==> config.mk <==
export PLATFORM = sky130hd
export DESIGN_NAME = sprite_scheduler
export DESIGN_NICKNAME = d
export VERILOG_FILES = /design/src/rtl/sprite_scheduler.sv
export SDC_FILE = /design/constraint.sdc
export NUM_CORES = 1
export LEC_CHECK = 0
export ABC_AREA = 1
export CORE_ASPECT_RATIO = 2
export CORE_MARGIN = 10
export CORE_UTILIZATION = 38
export CTS_CLUSTER_DIAMETER = 50
export CTS_CLUSTER_SIZE = 40
export DETAILED_ROUTE_END_ITERATION = 10
export PLACE_DENSITY = 0.62
export SYNTH_ARGS = -nofsm -noshare
export SYNTH_HDL_FRONTEND = slang
export SYNTH_SLANG_ARGS = --single-unit
==> constraint.sdc <==
create_clock -name clk -period 4 [get_ports clk]
set_input_delay 1.2 -clock clk [delete_from_list [all_inputs] [get_ports clk]]
set_output_delay 1.2 -clock clk [all_outputs]
set_load 0.01 [all_outputs]
==> src/rtl/sprite_scheduler.sv <==
// Scanline sprite scheduler: scans the attribute table for a requested line and hands hits to the drawer one at a time.
// Optional per-line draw cap enabled by defining SPRITE_LINE_LIMIT_EN.
module sprite_scheduler #(
  parameter int NUM_SPRITES  = 16,
  parameter int MAX_PER_LINE = 8
) (
  input  logic                           clk,
  input  logic                           reset,
  input  logic                           line_start,
  input  logic [9:0]                     line_num,
  input  logic                           attr_we,
  input  logic [$clog2(NUM_SPRITES)-1:0] attr_addr,
  input  logic [31:0]                    attr_wdata,
  output logic                           draw_start,
  output logic [4:0]                     row_in_sprite,
  output logic [9:0]                     sprite_column,
  output logic [4:0]                     img_num,
  input  logic                           draw_finish,
  output logic                           busy,
  output logic                           line_done,
  output logic [5:0]                     sprites_drawn,
  output logic                           overflow
);

  localparam int AW = $clog2(NUM_SPRITES);
  localparam logic [AW-1:0] LAST_IDX = AW'(NUM_SPRITES - 1);

  typedef enum logic [2:0] {IDLE, CHECK, START, SETTLE, WAIT, DONE} state_t;

  typedef struct packed {
    logic       en;
    logic [4:0] img;
    logic [9:0] x;
    logic [9:0] y;
  } attr_t;

  attr_t         attr [NUM_SPRITES];
  state_t        state, state_nxt;
  logic [AW-1:0] idx;
  logic [9:0]    line_q;
  attr_t         cur;
  logic [10:0]   diff;
  logic          hit, cap, issue, last;
  logic          unused_bits;

  assign unused_bits = ^{attr_wdata[30:25], 6'(MAX_PER_LINE)};

  // NOTE: the table is a register file with reset because reset must disable every entry.
  always_ff @(posedge clk) begin
    if (!reset) begin
      for (int i = 0; i < NUM_SPRITES; i++) attr[i] <= '0;
    end else if (attr_we) begin
      attr[attr_addr] <= {attr_wdata[31], attr_wdata[24:0]};
    end
  end

  // The scan compares in 11 bits so a sprite below the line never wraps into a hit.
  assign cur   = attr[idx];
  assign diff  = {1'b0, line_q} - {1'b0, cur.y};
  assign hit   = cur.en && (line_q >= cur.y) && (diff < 11'd32);
  assign last  = (idx == LAST_IDX);
`ifdef SPRITE_LINE_LIMIT_EN
  assign cap   = (sprites_drawn == 6'(MAX_PER_LINE));
`else
  assign cap   = 1'b0;
`endif
  assign issue = (state == CHECK) && hit && !cap;

  // NOTE: sequential state uses non-blocking assignments so every register samples pre-edge values.
  always_ff @(posedge clk) begin
    if (!reset) state <= IDLE;
    else        state <= state_nxt;
  end

  // NOTE: every combinational output gets a default first so no latch is inferred.
  always_comb begin
    state_nxt = state;
    case (state)
      IDLE:    if (line_start) state_nxt = CHECK;
      CHECK: begin
        if (hit)       state_nxt = cap ? DONE : START;
        else if (last) state_nxt = DONE;
      end
      START:   state_nxt = SETTLE;
      SETTLE:  state_nxt = WAIT;
      WAIT:    if (draw_finish) state_nxt = last ? DONE : CHECK;
      DONE:    state_nxt = IDLE;
      default: state_nxt = IDLE;
    endcase
  end

  always_comb begin
    draw_start = (state == START);
    busy       = (state != IDLE);
    line_done  = (state == DONE);
  end

  always_ff @(posedge clk) begin
    if (!reset) begin
      idx           <= '0;
      line_q        <= '0;
      sprites_drawn <= '0;
      row_in_sprite <= '0;
      sprite_column <= '0;
      img_num       <= '0;
    end else begin
      case (state)
        IDLE: if (line_start) begin
          line_q        <= line_num;
          idx           <= '0;
          sprites_drawn <= '0;
        end
        CHECK: begin
          if (issue) begin
            row_in_sprite <= diff[4:0];
            sprite_column <= cur.x;
            img_num       <= cur.img;
          end else if (!hit && !last) begin
            idx <= idx + 1'b1;
          end
        end
        START: sprites_drawn <= sprites_drawn + 6'd1;
        WAIT:  if (draw_finish && !last) idx <= idx + 1'b1;
        default: ;
      endcase
    end
  end

`ifdef SPRITE_LINE_LIMIT_EN
  always_ff @(posedge clk) begin
    if (!reset)                                  overflow <= 1'b0;
    else if (state == IDLE && line_start)        overflow <= 1'b0;
    else if (state == CHECK && hit && cap)       overflow <= 1'b1;
  end
`else
  assign overflow = 1'b0;
`endif

endmodule
==> results by group <==
Clocking
  – Hold-fix buffers, CTS: 0
  – Latest clock arrival within the worst-skew pair: 630 ps
  – Num CTS Buffers: 26
  – Clock tree sinks: 463
  – Worst-path clk slew: 110 ps
  – Root Driver: clkbuf_16
  – H-tree depth: 1
  – CTS tree: yes
  – Max clock buf depth: 3

Critical path
  – R2R Setup Slk: 270 ps
  – Crit path DAT: 4240 ps
  – Reg2reg path depth: 21
  – Critical Path End Type: register
  – Critical Path RT: 4500 ps
  – Crit path launch type: register
  – Critical path class: reg -> reg
  – Worst R2R End: sprite_column[2]$_SDFFE_PN0P_
  – CP Max Fanout: 31

Cells and area
  – Layout area overhead: 13.0%
  – Final core occ: 43.4%
  – Fillers: 4,937
  – # diodes: 0
  – Final cell count without fillers: roughly 2.7k
  – Layout cells sized above 1: under 10%
  – Fin area: 23,300 um^2
  – Nets: about 2.1k

Die
  – FP Rows: 120
  – Area of the core: 53,600 um^2
  – Die ar.: 64,500 um^2
  – Die width: 185 um
  – Die height: 349 um
  – Initial core utilization: 38.4%
  – I/O pins: 81

Placement
  – Placement Cell Area: 22,300 um^2
  – Worst slack, placed: roughly 340 ps
  – Inst Count DP: 2,695
  – Post-DP HPWL: just over 40,000 um
  – Port bufs: 73
  – RD Place Congestion: around 0.86

Detailed routing
  – Antenna-violating nets left: 0
  – DRC errors left: 0
  – Final wirelength: ~64,000 um
  – Via count: 15.5k
  – DR pass1 iterations: 5
  – DRT iter0 DRCs: 1,377
  – WL/cell: 23.3 um
  – DR vias/cell: about 5.7

STA
  – Min Clock Period, post-route: 3730 ps
  – Final max-slew violation count: 0
  – Fin Clk Skew: ~28 ps
  – Max frequency: 268 MHz
  – Final worst setup slack: 265 ps
  – Max_slew headroom: 57.4%
  – Final Hold Fails: 0
  – Fin crit share: 93.4%
  – # setup viols final: 0
  – Worst Tran Pin Value: 639 ps
  – Setup TNS: 0 ps
  – RSZ-0062 raised after global routing: no

Min path
  – Hold depth: 2
  – Hold Path End: sprite_column[3]$_SDFFE_PN0P_
  – Hold Path Class: reg -> reg
  – HP Start: sprite_column[3]$_SDFFE_PN0P_

Power
  – Pwr/cell area: 467 nW/um^2
  – Clock share of power: 30.9%
  – Seq pwr share: roughly half
  – Maximum vdd drop: 0.346 mV
  – Int Pwr: 7.64 mW
  – Net switching share of the total power: 29.7%
  – P_leak: 8.59 nW
  – Switching Power: 3.23 mW
  – Comb power frac: 17.5%

Global routing
  – Grt ovf: 0
  – Gr usage total: 19.6%
  – Global-route wire length before repair: 95,100 um
  – Vias in the first global route: 15.7k
  – Largest net degree at the start of global routing: 78
  – Initial antenna violation count: 0

Logic synthesis
  – Post-synth EDFFs: 416
  – Ys flop type: edfxtp_1
  – Synth unique cells: 42
  – Dominant cell type by area after synthesis: edfxtp_1
  – Top cells by area, synth: edfxtp_1, nor2_1, o21ai_0, dfxtp_1, nand2_1
  – Most frequent cell after synthesis: nor2_1
  – Synth top area share: 60.6%
  – Synth cell count leaders: nor2_1, edfxtp_1, o21ai_0
  – Seq cells post-synth: 463
  – Yosys warns: 0
  – Synth Instances: 2,031
  – Syn nets: 2,095
  – Mapped Area: 20,600 um^2
  – Synth async-reset ratio: 0%
  – Avg Cell Area, Syn: 10.1 um^2
  – Register area share after synthesis: roughly two thirds

Status
  – Status: completed

Run
  – MaxCap Viol Count: 0
[flip-flops by register name, indices dropped and copies added, names as in the netlist, named ones only]
signal and count:
attr 416, line_q 10, sprite_column 10, sprites_drawn 6
img_num 5, row_in_sprite 5, idx 4, state 3
[worst max-delay path, cell delays in order (launching register included)]
cell	delay (ps)
dfxtp_4	520
inv_8	150
buf_4	210
o21ai_0	170
o22ai_1	100
o211ai_1	350
nand2_1	230
inv_1	100
ha_1	280
nand2_1	100
inv_2	40
nand2_2	50
nand2_2	70
nand2_1	90
nand3b_1	90
nand2_1	80
nand2_1	120
nor2_4	150
nand4_4	200
buf_12	240
o21ai_0	180
a21oi_1	60
[worst max path at each step]
stage,end,slack [ps],depth (start not counted)
floorplan,register,700,25
global placement,sprite_column[1]$_SDFFE_PN0P_,350,19
detailed placement,sprite_column[2]$_SDFFE_PN0P_,340,19
CTS,sprite_column[2]$_SDFFE_PN0P_,300,22
global route,img_num[2]$_SDFFE_PN0P_,8,19
finish,sprite_column[2]$_SDFFE_PN0P_,270,21
[metal layers]
metal | wire length, um | GRT usage (%)
met1 | 21400 | 20.5
met2 | 33800 | 35.5
met4 | 4670 | 13.9
met5 | 0 | 0
met3 | 4060 | 2.49
[metrics by stage]
step | hold WS (ps) | total power [mW]
after CTS | 456 | 10.9
after global routing | 473 | 11.3
final | 451 | 10.9
after detailed placement | 439 | 7.62
after global placement | 439 | 7.57
after floorplan | 435 | 6.90
[cell usage in the layout (no fill, tap or decap), drive strengths merged, types with 6 or more instances in the layout]
master / synthesis / layout
nor3: 6 / 6
a21oi: 49 / 49
o211ai: 21 / 21
dfxtp: 47 / 47
o221ai: 70 / 70
edfxtp: 416 / 416
clkbuf: 122 / 29
nand4: 6 / 6
clkinv: 1 / 6
o21ai: 220 / 220
inv: 106 / 117
nand3: 56 / 56
o22ai: 23 / 23
ha: 12 / 12
nor2: 646 / 646
a32o: 7 / 7
nand2: 172 / 172
buf: 33 / 76
clkdlybuf4s50: 0 / 72
[power groups by stage]
stage | combinational, mW | clock, mW | sequential (mW)
after global placement | 1.86 | 0 | 5.72
after CTS | 1.89 | 3.40 | 5.62
after global routing | 2.08 | 3.56 | 5.65
after floorplan | 1.21 | 0 | 5.69
final | 1.90 | 3.36 | 5.62
after detailed placement | 1.89 | 0 | 5.73
[cell families after synthesis]
group           share of synthesized area, %
compound gates                          11.5
buf+inv                                 5.11
other cells                           0.0182
xor+xnor                               0.255
fa+ha+maj                              0.826
simple gates                            17.1
flops                                   65.2
[cell type report]
cell class                      count  area (um^2)  share of cell area, %
Clock inverter                     19          334                   1.43
Timing Repair Buffer              148         1470                   6.32
Inverter                          107          409                   1.76
Clock buffer                       29          672                   2.89
Multi-Input combinational cell   1306         6120                   26.3
Tap cell                          671          840                   3.61
Sequential cell                   463        13400                   57.7
[what timing repair did]
item / in CTS / in global routing
resized for setup: 0 / 3
buffers inserted: 0 / 0
setup endpoints to repair: 0 / 17
(Power assumes the default switching activity.)
